## config.mk

```make
export PLATFORM = sky130hd
export DESIGN_NAME = mem_req_collector
export DESIGN_NICKNAME = d
export VERILOG_FILES = /design/src/rtl/mem_req_collector.sv
export SDC_FILE = /design/constraint.sdc
export NUM_CORES = 1
export LEC_CHECK = 0
export ABC_AREA = 1
export BUFFER_PORTS_ARGS = -buffer_cell sky130_fd_sc_hd__buf_2
export CORE_ASPECT_RATIO = 2
export CORE_MARGIN = 3
export CORE_UTILIZATION = 24
export CTS_BUF_LIST = sky130_fd_sc_hd__clkbuf_16
export DETAILED_ROUTE_END_ITERATION = 16
export PLACE_DENSITY = 0.43
export RECOVER_POWER = 100
export SKIP_LAST_GASP = 1
export SLEW_MARGIN = 20
export SYNTH_ARGS = -nofsm -noshare
export SYNTH_HDL_FRONTEND = slang
export SYNTH_SLANG_ARGS = --single-unit
export TNS_END_PERCENT = 10
```

## constraint.sdc

```tcl
create_clock -name clk -period 2.11 [get_ports clk]
set_input_delay 0.1055 -clock clk [delete_from_list [all_inputs] [get_ports clk]]
set_output_delay 0.1055 -clock clk [all_outputs]
set_load 0.01 [all_outputs]
```

## src/rtl/mem_req_collector.sv

```systemverilog
// Gathers one load/store per core behind a barrier, holds the batch on the
// controller lines for a fixed window, then returns read data and acks.
module mem_req_collector #(
    parameter int ISSUE_CYCLES = 4,
    parameter int TIMEOUT      = 16
) (
    input  logic        clk,
    input  logic        rst,
    input  logic [3:0]  core_active,
    input  logic [3:0]  core_req,
    input  logic [3:0]  core_store,
    input  logic [63:0] core_addr,
    input  logic [63:0] core_wdata,
    output logic [3:0]  core_ack,
    output logic [63:0] core_rdata,
    output logic        busy,
    output logic [3:0]  mc_op,
    output logic [3:0]  mc_wr,
    output logic [3:0]  mc_mr,
    output logic [63:0] mc_addr,
    output logic [63:0] mc_data,
    input  logic [63:0] mc_dout
);

    typedef enum logic [1:0] {IDLE, COLLECT, ISSUE, RESP} state_e;

    localparam logic [7:0] TimeoutLast = 8'(TIMEOUT - 1);
    localparam logic [3:0] IssueLast   = 4'(ISSUE_CYCLES - 1);

    state_e      state_q, state_d;
    logic [3:0]  slotValid_q, slotValid_d;
    logic [3:0]  slotStore_q, slotStore_d;
    logic [63:0] slotAddr_q, slotAddr_d;
    logic [63:0] slotWdata_q, slotWdata_d;
    logic [7:0]  timer_q, timer_d;
    logic [3:0]  issueCnt_q, issueCnt_d;
    logic [3:0]  mcOp_q, mcOp_d;
    logic [3:0]  mcWr_q, mcWr_d;
    logic [3:0]  mcMr_q, mcMr_d;
    logic [63:0] mcAddr_q, mcAddr_d;
    logic [63:0] mcData_q, mcData_d;
    logic [3:0]  ack_q, ack_d;
    logic [63:0] rdata_q, rdata_d;

    logic [3:0]  capture;
    logic [3:0]  postValid;
    logic        barrier;
    logic        loadIssue;

    // Barrier is judged on post-capture slots; inactive cores never block it.
    always_comb begin
        capture     = '0;
        if (state_q == IDLE || state_q == COLLECT) begin
            capture = core_req & core_active & ~slotValid_q;
        end
        postValid   = slotValid_q | capture;
        barrier     = &(postValid | ~core_active);

        state_d     = state_q;
        slotValid_d = postValid;
        slotStore_d = slotStore_q;
        slotAddr_d  = slotAddr_q;
        slotWdata_d = slotWdata_q;
        timer_d     = timer_q;
        issueCnt_d  = issueCnt_q;
        mcOp_d      = mcOp_q;
        mcWr_d      = mcWr_q;
        mcMr_d      = mcMr_q;
        mcAddr_d    = mcAddr_q;
        mcData_d    = mcData_q;
        ack_d       = '0;
        rdata_d     = rdata_q;
        loadIssue   = 1'b0;

        for (int i = 0; i < 4; i++) begin
            if (capture[i]) begin
                slotStore_d[i]         = core_store[i];
                slotAddr_d[16*i +: 16]  = core_addr[16*i +: 16];
                slotWdata_d[16*i +: 16] = core_wdata[16*i +: 16];
            end
        end

        case (state_q)
            IDLE: begin
                if (|capture) begin
                    timer_d = '0;
                    if (barrier) begin
                        state_d   = ISSUE;
                        loadIssue = 1'b1;
                    end else begin
                        state_d = COLLECT;
                    end
                end
            end
            COLLECT: begin
                timer_d = timer_q + 8'd1;
                if (barrier || timer_q == TimeoutLast) begin
                    state_d   = ISSUE;
                    loadIssue = 1'b1;
                end
            end
            ISSUE: begin
                if (issueCnt_q == '0) begin
                    state_d  = RESP;
                    ack_d    = slotValid_q;
                    mcOp_d   = '0;
                    mcWr_d   = '0;
                    mcMr_d   = '0;
                    mcAddr_d = '0;
                    mcData_d = '0;
                    for (int i = 0; i < 4; i++) begin
                        if (slotValid_q[i] && !slotStore_q[i]) begin
                            rdata_d[16*i +: 16] = mc_dout[16*i +: 16];
                        end
                    end
                end else begin
                    issueCnt_d = issueCnt_q - 4'd1;
                end
            end
            RESP: begin
                slotValid_d = '0;
                state_d     = IDLE;
            end
            default: state_d = IDLE;
        endcase

        // Controller lines are latched once, on entry to ISSUE.
        if (loadIssue) begin
            issueCnt_d = IssueLast;
            mcOp_d     = postValid;
            mcWr_d     = postValid & slotStore_d;
            mcMr_d     = postValid & ~slotStore_d;
            for (int i = 0; i < 4; i++) begin
                mcAddr_d[16*i +: 16] = postValid[i] ? slotAddr_d[16*i +: 16] : 16'h0;
                mcData_d[16*i +: 16] = (postValid[i] && slotStore_d[i]) ?
                                       slotWdata_d[16*i +: 16] : 16'h0;
            end
        end
    end

    always_ff @(posedge clk) begin
        if (rst) begin
            state_q     <= IDLE;
            slotValid_q <= '0;
            slotStore_q <= '0;
            slotAddr_q  <= '0;
            slotWdata_q <= '0;
            timer_q     <= '0;
            issueCnt_q  <= '0;
            mcOp_q      <= '0;
            mcWr_q      <= '0;
            mcMr_q      <= '0;
            mcAddr_q    <= '0;
            mcData_q    <= '0;
            ack_q       <= '0;
            rdata_q     <= '0;
        end else begin
            state_q     <= state_d;
            slotValid_q <= slotValid_d;
            slotStore_q <= slotStore_d;
            slotAddr_q  <= slotAddr_d;
            slotWdata_q <= slotWdata_d;
            timer_q     <= timer_d;
            issueCnt_q  <= issueCnt_d;
            mcOp_q      <= mcOp_d;
            mcWr_q      <= mcWr_d;
            mcMr_q      <= mcMr_d;
            mcAddr_q    <= mcAddr_d;
            mcData_q    <= mcData_d;
            ack_q       <= ack_d;
            rdata_q     <= rdata_d;
        end
    end

    assign busy       = (state_q != IDLE);
    assign core_ack   = ack_q;
    assign core_rdata = rdata_q;
    assign mc_op      = mcOp_q;
    assign mc_wr      = mcWr_q;
    assign mc_mr      = mcMr_q;
    assign mc_addr    = mcAddr_q;
    assign mc_data    = mcData_q;

endmodule
```

==> results of run 1 <==
==> worst register-to-register path, delay by kind of cell, from the launching register on <==
kind,cells,cell delay (ns)
buf+inv,5,0.60
flops,1,0.36
compound gates,2,0.23
simple gates,8,0.75
fa+ha+maj,1,0.14
==> logic make-up (layout without fill, tap and decap cells) <==
family | after synthesis | after routing
flip-flops | 358 | 358
AND/OR/NAND/NOR | 854 | 854
XOR/XNOR | 3 | 3
buffers and inverters | 174 | 858
other | 0 | 4
adder cells (fa/ha/maj) | 7 | 7
AO/OA/AOI/OAI | 343 | 343
==> cells in the mapped netlist <==
master | count | share of area (%)
sky130_fd_sc_hd__nor2_4 | 3 | 0.26
sky130_fd_sc_hd__xor2_1 | 3 | 0.20
sky130_fd_sc_hd__buf_6 | 1 | 0.086
sky130_fd_sc_hd__nand4_1 | 14 | 0.67
sky130_fd_sc_hd__o21ai_0 | 255 | 9.7
sky130_fd_sc_hd__buf_2 | 22 | 0.84
sky130_fd_sc_hd__or2_2 | 15 | 0.72
sky130_fd_sc_hd__buf_4 | 2 | 0.11
sky130_fd_sc_hd__dfxtp_1 | 358 | 55
sky130_fd_sc_hd__ha_1 | 7 | 0.67
sky130_fd_sc_hd__nand3_1 | 41 | 1.6
sky130_fd_sc_hd__clkinv_1 | 5 | 0.14
sky130_fd_sc_hd__a21oi_1 | 46 | 1.8
sky130_fd_sc_hd__inv_1 | 67 | 1.9
sky130_fd_sc_hd__o21ai_1 | 40 | 1.5
sky130_fd_sc_hd__nor4_1 | 2 | 0.095
sky130_fd_sc_hd__nor2_2 | 5 | 0.24
sky130_fd_sc_hd__nor3_1 | 12 | 0.46
sky130_fd_sc_hd__nand2_1 | 366 | 10
sky130_fd_sc_hd__nand2_4 | 2 | 0.17
sky130_fd_sc_hd__a211oi_1 | 2 | 0.11
sky130_fd_sc_hd__inv_2 | 1 | 0.029
sky130_fd_sc_hd__nor2_1 | 388 | 11
sky130_fd_sc_hd__buf_1 | 10 | 0.29
sky130_fd_sc_hd__nand2_2 | 6 | 0.29
sky130_fd_sc_hd__clkbuf_1 | 66 | 1.9
==> final timing paths <==
check        slack, ns        endpoint         from  cells past startpoint
max reg2reg      -0.05      mc_data[6]   state_q[0]                     16
min               0.08  slotValid_q[3]  core_req[3]                      6
max              -0.05      mc_data[6]   state_q[0]                     16
min reg2reg       0.46      mc_addr[1]   mc_addr[1]                      2
==> flip-flops by register name, summed over array words and instances, names as in the netlist <==
signal	count
core_ack	4
mc_wr	4
state_q	2
mc_addr	64
slotWdata_q	64
slotValid_q	4
slotAddr_q	64
core_rdata	64
slotStore_q	4
timer_q	8
mc_mr	4
mc_data	64
issueCnt_q	4
mc_op	4
==> through the flow <==
stage / total power, mW / util (%)
floorplan: 10.28 / -
global placement: 12.22 / 30.39
detailed placement: 12.24 / 30.39
CTS: 19.71 / 37.30
global route: 20.65 / 37.32
finish: 19.50 / 37.33
==> per-layer routing <==
| layer | GRT usage, % | wire length [um] | share of wire, % | vias up |
|---|---|---|---|---|
| met1 | 19.14 | 20230 | 39 | 6385 |
| met2 | 32.24 | 26890 | 52 | 417 |
| met5 | 0 | 0 | 0 | - |
| li1 | - | - | - | 6871 |
| met4 | 6.634 | 1810 | 3.5 | 0 |
| met3 | 3.813 | 3059 | 5.9 | 84 |
==> final cells by class <==
type / count / share of cell area [%]
sequential: 358 / 35.75
multi-input combinational: 1207 / 27.70
timing repair buffer: 721 / 25.12
clock buffer: 37 / 4.615
tap: 671 / 4.185
inverter: 73 / 1.509
clock inverter: 27 / 1.073
antenna: 4 / 0.04989
==> power groups by stage <==
stage / Sequential, mW / Clock [mW] / Combinational (mW)
after global placement: 7.81 / 0 / 4.41
final: 7.70 / 6.43 / 5.37
after floorplan: 7.88 / 0 / 2.39
after global routing: 7.77 / 6.94 / 5.94
after detailed placement: 7.82 / 0 / 4.42
after CTS: 7.69 / 6.70 / 5.31
==> repair_timing <==
| action | in CTS | in global routing |
|---|---|---|
| resized for setup | 61 | 47 |
| hold endpoints to repair | 292 | 0 |
| cloned | 4 | 1 |
| hold buffers | 197 | 0 |
| buffers inserted | 22 | 10 |
| endpoints found under the setup margin | 203 | 217 |
| pin swaps | 16 | 18 |
==> implementation parameters, run 1 <==
Parameter                              Value

Outcome
  Outcome ... complete, but fails checks
  Violated checks ... setup timing

Timing
  Post-route fraction of the period consumed by the critical path ... 102.3%
  Peak clock frequency supported by timing ... 463.1 MHz
  Tightest Pin Transition ... 0.7964 ns
  Max transition margin ... 46.91%
  Max-slew violation count ... 0
  RSZ-0062 raised after global routing ... yes
  Setup violators final ... 30
  Slack of the critical path ... -0.04925 ns
  Hold Violations, Final ... 0
  Hold Slack ... 0.07673 ns
  Shortest period the worst path allows ... 2.159 ns
  Sum of negative setup slack ... -0.4937 ns
  Clock Skews ... 0.01399 ns

Global route
  Initial antenna violation count ... 4
  Vias in the first global route ... 13.90k
  Global route total overflow ... 0
  Maximum number of pins on one net before global-route repair ... 68
  First-pass GRT wire length ... 78810 um
  Global router's overall resource usage ... 17.42%

Synthesis
  Number of instances in the synthesized netlist ... 1739
  Synth Warn # ... 0
  Arithmetic-cell share of the synthesized area counting full adders, half adders and majority gates ... 0.6679%
  Combinational family with the most area after synthesis ... simple AND/OR/NAND/NOR gates
  Number of nets produced by synthesis ... 1952
  Post-Synthesis Cell Area ... 0.01311 mm2
  Cell variety after synth ... 26
  Synthesized-area fraction occupied by ao, oa, aoi and oai cells ... 13.13%
  Sequential-to-total area share from yosys stat ... 54.66%
  Basic-gate share of the synthesized area counting and, or, nand and nor cells ... 26.04%
  Post-synthesis share of cell area spent on xor and xnor gates ... 0.2004%
  Multiplexer share of the synthesized area ... 0%
  Register bit count reported by yosys ... 358
  Mean Syn Cell Area ... 7.540 um2

Setup path
  Critical path start-end classification ... flip-flop to flip-flop
  Ordered cell list for the critical path ... inv_4, ha_4, buf_4, nor2_4, o21ai_2, nor2_1, nor2_1, nand2_2, nand2_4, nand2_8, buf_8, buf_12, nor2_4, buf_12, nand2_1, o21ai_1
  Data arrival time of the critical path ... 2.61 ns
  Startpoint types ... flip-flop
  Maximum fanout encountered on the critical timing path ... 7
  Cell at the slowest stage of the critical path ... sky130_fd_sc_hd__dfxtp_4
  Req. time, crit path ... 2.56 ns
  Worst path top cell family by delay ... simple AND/OR/NAND/NOR gates
  Kind of capture point of the worst setup path ... flip-flop
  Buffer and inverter count on the worst path ... 5
  Maximum single-stage delay on the critical path ... 0.36 ns

Clocking
  Clock tree root buffer cell ... sky130_fd_sc_hd__clkbuf_16
  Clock insertion delay at the later pin of the skew report ... 0.54 ns
  TritonCTS buffer count ... 36
  Clock slew at the register clock pins of the worst setup and hold paths ... 0.07 ns
  Number of clock sinks ... 358
  CTS tree ... yes
  Buffer depth of the longest clock path ... 3
  H-tree depth ... 2

Floorplan
  Die Y-Extent ... 336.6 um
  # IOs ... 415
  Effective utilization at floorplan ... 24.39%
  Die Wd ... 171.3 um
  Die Outline Area ... 0.05765 mm2
  Std cell rows ... 120
  Placeable Area ... 0.05375 mm2

Finish
  Number of cells in the finished layout apart from fillers ... 3098
  Area of the multi-input gates ... 0.005558 mm2
  Number of fill cells in the layout ... 5678
  Highest-count cells in the layout ignoring fill and taps ... 379 x sky130_fd_sc_hd__nor2_1, 356 x sky130_fd_sc_hd__dfxtp_1, 344 x sky130_fd_sc_hd__nand2_1
  Fraction of layout cells with a size suffix above 1 ... 18.74%
  Most common library cell in the layout ignoring fill and taps ... sky130_fd_sc_hd__nor2_1
  Final cell area excluding filler cells ... 0.02006 mm2
  Synthesis-to-layout area growth ... 53.01%
  Register cell area after layout ... 0.007172 mm2
  Number of nets in the layout ... 2610

Placed design
  Number of buffers added on ports ... 414
  Placed inst area ... 0.01633 mm2
  Number of instances in the placed design ... 2796
  GP Congestion ... 0.8428
  HPWL after detailed placement ... 35830 um
  Setup slack after placement ... -0.3471 ns

Pwr
  Switching power of the nets ... 6.262 mW
  Internal power ... 13.24 mW
  Share of power burned in the clock network ... 33.0%
  Power density cells ... 971.8 mW/mm2
  Switching Share ... 32.12%
  Part of the power in registers ... 39.5%
  Comb pwr share ... 27.5%
  Leakage ... 8.239 nW
  Worst vdd rail ir drop ... 0.5171 mV

Route
  DR pass1 iterations ... 6
  Total length of routed wires ... 51990 um
  Number of routed nets with antenna violations ... 0
  Drt via density ... 4.441
  DRC marker count from the first detailed-route iteration ... 650
  Remaining design rule violation count ... 0
  Total vias in the final route ... 13.76k
  Wire length per cell ... 16.78 um

Hold path
  Worst hold path type ... input pin to flip-flop

Job
  Count of maximum capacitance violations ... 0
Note: power is estimated with default switching activity, not from simulation.
==> run 2, diff against run 1 <==
--- a/config.mk
+++ b/config.mk
@@ -9,10 +9,10 @@
 export BUFFER_PORTS_ARGS = -buffer_cell sky130_fd_sc_hd__buf_2
 export CORE_ASPECT_RATIO = 2
 export CORE_MARGIN = 3
-export CORE_UTILIZATION = 24
+export CORE_UTILIZATION = 28
 export CTS_BUF_LIST = sky130_fd_sc_hd__clkbuf_16
 export DETAILED_ROUTE_END_ITERATION = 16
-export PLACE_DENSITY = 0.43
+export PLACE_DENSITY = 0.49
 export RECOVER_POWER = 100
 export SKIP_LAST_GASP = 1
 export SLEW_MARGIN = 20
==> run 2 against run 1 <==
- the flow still finishes with violations (setup timing)
- routed wire length is 6.8% lower
- first-iteration DRC count up 3.4%
- sequential share of layout area is 0.51 points higher
- critical path depth stayed put
- clock skew is 0.0039 ns higher
- design area fell by 1.4%
- clock power shrank 3%
- power decreased by 2.0%
- count of clock-buffer cells in the layout stayed put
- core utilization rose by 5.6 points
- fmax decreased by 1.8%
- cell count fell by 2.1%
- largest cell class unchanged
==> implementation parameters, run 2 (synthesis gave the netlist of run 1 again) <==
Parameter                              Value

Clocking
  CTS tree ... yes
  Number of clock sinks ... 358 (unchanged)
  TritonCTS buffer count ... 35 (-2.8%)
  Clock tree root buffer cell ... sky130_fd_sc_hd__clkbuf_16
  H-tree depth ... 2 (unchanged)
  Clock insertion delay at the later pin of the skew report ... 0.53 ns (about the same)
  Buffer depth of the longest clock path ... 3 (unchanged)
  Clock slew at the register clock pins of the worst setup and hold paths ... 0.07 ns (about the same)

Job
  Count of maximum capacitance violations ... 0 (unchanged)

Route
  Total vias in the final route ... 13.58k (-1.3%)
  Met1 wire length ... 18750 um (-7.3%)
  Met2 Routed Length ... 24430 um (-9.1%)
  Drt via density ... 4.478 (+0.84%)
  Remaining design rule violation count ... 0 (unchanged)
  Top Layer Used ... met4
  Met3 WL ... 2646 um (-14%)
  DR pass1 iterations ... 5 (-1)
  DRC marker count from the first detailed-route iteration ... 672 (+3.4%)
  Number of routed nets with antenna violations ... 0 (unchanged)
  Wire length per cell ... 15.98 um (-4.8%)
  Total length of routed wires ... 48470 um (-6.8%)

Global route
  Global route total overflow ... 0 (unchanged)
  Initial antenna violation count ... 6 (+2)
  Vias in the first global route ... 13.62k (-2.1%)
  Maximum number of pins on one net before global-route repair ... 71 (+4.4%)
  Global router's overall resource usage ... 18.55% (+1.1 points)
  First-pass GRT wire length ... 74460 um (-5.5%)

Timing
  Sum of negative setup slack ... -2.971 ns (-2.477 ns)
  Tightest Pin Transition ... 0.7729 ns (-0.02351 ns)
  Max-slew violation count ... 0 (unchanged)
  Setup violators final ... 88 (+190%)
  Peak clock frequency supported by timing ... 454.7 MHz (-1.8%)
  Shortest period the worst path allows ... 2.199 ns (+0.03979 ns)
  Max transition margin ... 48.48% (+1.6 points)
  Hold Violations, Final ... 0 (unchanged)
  Clock Skews ... 0.01791 ns (+0.003921 ns)
  RSZ-0062 raised after global routing ... yes
  Post-route fraction of the period consumed by the critical path ... 104.2% (+1.9 points)
  Slack of the critical path ... -0.08905 ns (-0.03979 ns)

Pwr
  Part of the power in registers ... 40.3% (+0.8 points)
  Share of power burned in the clock network ... 32.7% (-0.3 points)
  Worst vdd rail ir drop ... 0.6749 mV (+31%)
  Internal power ... 12.97 mW (-2.0%)
  Switching power of the nets ... 6.134 mW (-2.1%)
  Power density cells ... 966.0 mW/mm2 (-0.59%)
  Leakage ... 8.206 nW (-0.40%)
  Comb pwr share ... 27.0% (-0.5 points)
  Switching Share ... 32.10% (about the same)
  PnR Total Power ... 19.11 mW (-2.0%)

Floorplan
  Effective utilization at floorplan ... 28.44% (+4.0 points)
  # IOs ... 415 (unchanged)
  Die Outline Area ... 0.04962 mm2 (-14%)
  Std cell rows ... 111 (-7.5%)
  Placeable Area ... 0.04611 mm2 (-14%)
  Die Y-Extent ... 312.0 um (-7.3%)
  Die Wd ... 159.0 um (-7.2%)

Finish
  Fraction of layout cells with a size suffix above 1 ... 18.45% (-0.28 points)
  Number of cells in the finished layout apart from fillers ... 3033 (-2.1%)
  Number of nets in the layout ... 2596 (-0.54%)
  Most common library cell in the layout ignoring fill and taps ... sky130_fd_sc_hd__nor2_1
  Post-layout util ... 42.90% (+5.6 points)
  Synthesis-to-layout area growth ... 50.84%
  Highest-count cells in the layout ignoring fill and taps ... 384 x sky130_fd_sc_hd__nor2_1, 356 x sky130_fd_sc_hd__dfxtp_1, 355 x sky130_fd_sc_hd__nand2_1

Setup path
  Critical path start-end classification ... flip-flop to flip-flop
  Startpoint types ... flip-flop
  Data arrival time of the critical path ... 2.60 ns (about the same)
  Kind of capture point of the worst setup path ... flip-flop
  Maximum fanout encountered on the critical timing path ... 7 (unchanged)
  Req. time, crit path ... 2.51 ns (-0.05 ns)

Placed design
  Number of instances in the placed design ... 2748 (-1.7%)
  GP Congestion ... 0.8344 (-1.0%)
  HPWL after detailed placement ... 33070 um (-7.7%)
  Number of buffers added on ports ... 414 (unchanged)
  Setup slack after placement ... -0.2528 ns (+0.09421 ns)

Hold path
  Worst hold path type ... input pin to flip-flop

Outcome
  Outcome ... complete, but fails checks
  Violated checks ... setup timing
run 2: layout make-up:
class	count	area, um2
multi-input cells	1207	5568
fillers	4805	26330
repair buffers	708	4850
inverters	73	294.0
flip-flops and latches	358	7172
clock buffers	37	925.9
clock inverters	23	177.7
well taps	621	777.0
diodes	6	15.01
run 2: what timing repair did:
| action | in CTS | in global routing |
|---|---|---|
| setup endpoints to repair | 148 | 217 |
| resized for setup | 46 | 64 |
| gates cloned | 2 | 3 |
| hold endpoints to repair | 263 | 0 |
| buffers inserted | 10 | 12 |
| hold buffers | 194 | 0 |
| pin swaps | 9 | 20 |
run 2: metrics by stage:
step           instance area [um2]  hold slack [ns]
2_1_floorplan                13130           0.2404
3_3_place_gp                 16290           0.3274
3_5_place_dp                 16290           0.3336
4_1_cts                      19650          0.01473
5_1_grt                      19780          0.04511
6_report                     19780          0.03980
run 2: worst paths after layout:
| check | slack (ns) | to | startpoint | cells after the start |
|---|---|---|---|---|
| worst min register to register | 0.46 | mc_addr[19] | mc_addr[19] | 2 |
| worst max-delay path | -0.09 | mc_addr[11] | state_q[1] | 16 |
| worst max register to register | -0.09 | mc_addr[11] | state_q[1] | 16 |
| worst min-delay path | 0.04 | mc_addr[63] | rst | 4 |
run 2: metal layers:
layer  global-route usage, %  up-vias
met5                       0        -
met1                   20.13     6201
met3                   3.753      115
met4                   9.759        0
li1                        -     6841
met2                   33.74      425
run 2: worst max-delay path, stage by stage (launching register included):
cell and delay (ns):
sky130_fd_sc_hd__dfxtp_2 0.35, sky130_fd_sc_hd__inv_4 0.05, sky130_fd_sc_hd__ha_4 0.17, sky130_fd_sc_hd__buf_6 0.12, sky130_fd_sc_hd__nor2_4 0.16, sky130_fd_sc_hd__o21ai_2 0.09
sky130_fd_sc_hd__nor2_1 0.12, sky130_fd_sc_hd__nor2_1 0.06, sky130_fd_sc_hd__nand2_1 0.12, sky130_fd_sc_hd__nand2_4 0.09, sky130_fd_sc_hd__buf_12 0.14, sky130_fd_sc_hd__nand2_8 0.10
sky130_fd_sc_hd__buf_12 0.15, sky130_fd_sc_hd__nor2_4 0.07, sky130_fd_sc_hd__buf_12 0.16, sky130_fd_sc_hd__nand2_1 0.05, sky130_fd_sc_hd__o21ai_0 0.08
run 2: power by group through the flow:
| stage | Sequential [mW] | Combinational [mW] | Clock, mW |
|---|---|---|---|
| 2_1_floorplan | 7.88 | 2.39 | 0 |
| 3_3_place_gp | 7.80 | 4.33 | 0 |
| 3_5_place_dp | 7.82 | 4.34 | 0 |
| 4_1_cts | 7.67 | 5.06 | 6.50 |
| 5_1_grt | 7.76 | 5.76 | 6.69 |
| 6_report | 7.69 | 5.16 | 6.25 |
==> run 3, diff against run 2 <==
--- a/config.mk
+++ b/config.mk
@@ -6,13 +6,14 @@
 export NUM_CORES = 1
 export LEC_CHECK = 0
 export ABC_AREA = 1
+export ABC_CLOCK_PERIOD_IN_PS = 2110
 export BUFFER_PORTS_ARGS = -buffer_cell sky130_fd_sc_hd__buf_2
 export CORE_ASPECT_RATIO = 2
 export CORE_MARGIN = 3
-export CORE_UTILIZATION = 28
+export CORE_UTILIZATION = 25
 export CTS_BUF_LIST = sky130_fd_sc_hd__clkbuf_16
 export DETAILED_ROUTE_END_ITERATION = 16
-export PLACE_DENSITY = 0.49
+export PLACE_DENSITY = 0.45
 export RECOVER_POWER = 100
 export SKIP_LAST_GASP = 1
 export SLEW_MARGIN = 20
==> run 3 against run 2 <==
- the flow now finishes without violations
- fmax up 5.1%
- global-route usage down 1.1 points
- cell count up 2.3%
- clock skew is 0.0034 ns higher
- count of clock-buffer cells in the layout grew 4
- first-iteration DRC count increased by 3.7%
- clock power grew 14%
- setup slack gained 0.11 ns
==> implementation parameters, run 3 (synthesis gave the netlist of run 1 again) <==
Parameter                              Value

Timing
  Max-slew violation count ... 0 (unchanged)
  Setup violators final ... 0 (-100%)
  RSZ-0062 raised after global routing ... yes
  Hold Slack ... 0.07320 ns (+0.03340 ns)
  Post-route fraction of the period consumed by the critical path ... 99.16% (-5.1 points)
  Slack of the critical path ... 0.01781 ns (+0.1069 ns)
  Shortest period the worst path allows ... 2.092 ns (-0.1069 ns)
  Max transition margin ... 8.389% (-40 points)
  Tightest Pin Transition ... 1.374 ns (+0.6013 ns)
  Peak clock frequency supported by timing ... 478.0 MHz (+5.1%)
  Clock Skews ... 0.02127 ns (+0.003361 ns)
  Sum of negative setup slack ... 0 ns (+2.971 ns)
  Hold Violations, Final ... 0 (unchanged)

Route
  DR pass1 iterations ... 5 (unchanged)
  Total length of routed wires ... 51250 um (+5.8%)
  Total vias in the final route ... 13.83k (+1.8%)
  Drt via density ... 4.456 (-0.49%)
  Wire length per cell ... 16.51 um (+3.3%)
  Remaining design rule violation count ... 0 (unchanged)
  Number of routed nets with antenna violations ... 0 (unchanged)
  DRC marker count from the first detailed-route iteration ... 697 (+3.7%)

Outcome
  Outcome ... finished, final reports clean

Pwr
  Switching power of the nets ... 6.350 mW (+3.5%)
  Switching Share ... 31.33% (-0.78 points)
  Comb pwr share ... 26.9% (about the same)
  Share of power burned in the clock network ... 35.1% (+2.4 points)
  Worst vdd rail ir drop ... 0.6225 mV (-7.8%)
  PnR Total Power ... 20.27 mW (+6.1%)
  Part of the power in registers ... 38.0% (-2.3 points)
  Power density cells ... 1002 mW/mm2 (+3.8%)
  Leakage ... 8.319 nW (+1.4%)
  Internal power ... 13.92 mW (+7.3%)

Placed design
  GP Congestion ... 0.8078 (-3.2%)
  HPWL after detailed placement ... 35370 um (+7.0%)
  Setup slack after placement ... -0.4056 ns (-0.1528 ns)
  Placed inst area ... 0.01650 mm2 (+1.3%)
  Number of buffers added on ports ... 414 (unchanged)

Setup path
  Terminus of the critical flop-to-flop path ... mc_mr[1]
  Maximum fanout encountered on the critical timing path ... 7 (unchanged)
  Cell at the slowest stage of the critical path ... sky130_fd_sc_hd__dfxtp_4
  Critical path start-end classification ... flip-flop to flip-flop
  Buffer and inverter count on the worst path ... 4 (-1)
  Worst path top cell family by delay ... simple AND/OR/NAND/NOR gates
  Startpoint types ... flip-flop
  Ordered cell list for the critical path ... inv_4, ha_4, inv_4, nand2_8, nand2_2, nand2_1, nor2_1, nor2_1, nand2_2, nand2_4, nand2_2, buf_4, nand2_1, buf_6, nand2_1, a21oi_1
  Worst setup path startpoint ... state_q[0]
  Logic depth of the worst path, buffers included ... 16 (unchanged)
  Source of the worst register-to-register timing path ... state_q[0]
  Kind of capture point of the worst setup path ... flip-flop
  Worst reg-to-reg setup slack ... 0.02 ns (+0.11 ns)
  Data arrival time of the critical path ... 2.55 ns (-0.05 ns)
  Cells on worst reg2reg path ... 16 (unchanged)
  Maximum single-stage delay on the critical path ... 0.37 ns (+0.02 ns)
  Req. time, crit path ... 2.56 ns (+0.05 ns)

Clocking
  Clock tree root buffer cell ... sky130_fd_sc_hd__clkbuf_16
  Clock slew at the register clock pins of the worst setup and hold paths ... 0.07 ns (about the same)
  TritonCTS buffer count ... 38 (+8.6%)
  Buffer depth of the longest clock path ... 3 (unchanged)
  Clock insertion delay at the later pin of the skew report ... 0.54 ns (about the same)
  H-tree depth ... 2 (unchanged)
  Number of clock sinks ... 358 (unchanged)
  CTS tree ... yes

Global route
  First-pass GRT wire length ... 77310 um (+3.8%)
  Vias in the first global route ... 14.18k (+4.1%)
  Global router's overall resource usage ... 17.45% (-1.1 points)
  Maximum number of pins on one net before global-route repair ... 85 (+20%)
  Initial antenna violation count ... 5 (-1)
  Global route total overflow ... 0 (unchanged)

Finish
  Number of fill cells in the layout ... 5438 (+13%)
  Highest-count cells in the layout ignoring fill and taps ... 381 x sky130_fd_sc_hd__nor2_1, 356 x sky130_fd_sc_hd__dfxtp_1, 352 x sky130_fd_sc_hd__nand2_1
  Number of nets in the layout ... 2621 (+0.96%)
  Fraction of layout cells with a size suffix above 1 ... 18.87% (+0.41 points)
  Most common library cell in the layout ignoring fill and taps ... sky130_fd_sc_hd__nor2_1
  Final cell area excluding filler cells ... 0.02022 mm2 (+2.3%)
  Synthesis-to-layout area growth ... 54.24%

Floorplan
  Placeable Area ... 0.05182 mm2 (+12%)
  Die Y-Extent ... 329.9 um (+5.7%)
  Effective utilization at floorplan ... 25.30% (-3.1 points)
  Std cell rows ... 118 (+6.3%)
  # IOs ... 415 (unchanged)
  Die Outline Area ... 0.05540 mm2 (+12%)
  Die Wd ... 167.9 um (+5.6%)

Hold path
  Hold EP ... slotWdata_q[36]
  Hold path depth ... 5 (+1)
  Worst hold start ... core_wdata[36]
  Worst hold path type ... input pin to flip-flop

Job
  Count of maximum capacitance violations ... 0 (unchanged)
==> run 3: cell types whose count changed in the layout (fill, tap and decap cells not counted), sizes merged <==
cell | before | now
clkinvlp | 2 | 3
clkinv | 15 | 19
dlygate4sd3 | 194 | 196
nand2 | 374 | 375
bufinv | 3 | 6
clkbuf | 248 | 252
inv | 76 | 74
buf | 303 | 322
==> run 3: what timing repair did <==
item / in CTS / in global routing
gates resized for setup: 32 / 83
endpoints found under the setup margin: 164 / 212
setup buffers: 15 / 12
gates cloned: 2 / 2
pin swaps: 10 / 16
hold buffers: 196 / 0
endpoints found under the hold margin: 278 / 0
==> run 3: area by class of cell <==
| cell class | count | area (um2) | area share, % |
|---|---|---|---|
| Multi-Input combinational cell | 1208 | 5548 | 27.43 |
| Antenna cell | 6 | 15.01 | 0.07424 |
| Tap cell | 660 | 825.8 | 4.083 |
| Clock inverter | 29 | 284.0 | 1.404 |
| Inverter | 73 | 299.0 | 1.479 |
| Clock buffer | 41 | 1026 | 5.073 |
| Timing Repair Buffer | 729 | 5055 | 24.99 |
| Sequential cell | 358 | 7172 | 35.46 |
==> run 3: layer usage <==
| metal | global-route usage, % | vias to the layer above | wire length [um] |
|---|---|---|---|
| li1 | - | 6902 | - |
| met1 | 18.12 | 6381 | 18990 |
| met2 | 32.57 | 434 | 26480 |
| met3 | 4.059 | 113 | 3224 |
| met4 | 8.599 | 2 | 2552 |
| met5 | 0 | - | 10 |
==> run 3: worst reg2reg max path, delay by kind of cell, from the launching register on <==
family          cells  cell delay [ns]
simple gates       10             0.94
buf+inv             4             0.41
flops               1             0.37
fa+ha+maj           1             0.15
compound gates      1             0.15
==> run 3: how the worst max path moves through the flow <==
stage | endpoint | slack [ns]
floorplan | mc_data[35] | 0.002
global placement | mc_addr[38] | -0.31
detailed placement | mc_addr[44] | -0.41
CTS | mc_data[63] | -0.09
global route | mc_addr[26] | -0.10
finish | mc_mr[1] | 0.02
==> run 3: power by group through the flow <==
stage / Combinational, mW / Clock (mW) / Sequential (mW)
6_report: 5.45 / 7.12 / 7.70
3_5_place_dp: 4.68 / 0 / 7.81
5_1_grt: 6.05 / 7.63 / 7.76
4_1_cts: 5.18 / 7.35 / 7.68
3_3_place_gp: 4.65 / 0 / 7.80
2_1_floorplan: 2.39 / 0 / 7.88
==> run 3: stage by stage <==
| step | instances | util (%) |
|---|---|---|
| global route | 3101 | 39.01 |
| CTS | 3086 | 38.80 |
| finish | 3104 | 39.03 |
| detailed placement | 2804 | 31.84 |
| global placement | 2804 | 31.84 |
| floorplan | 1739 | - |
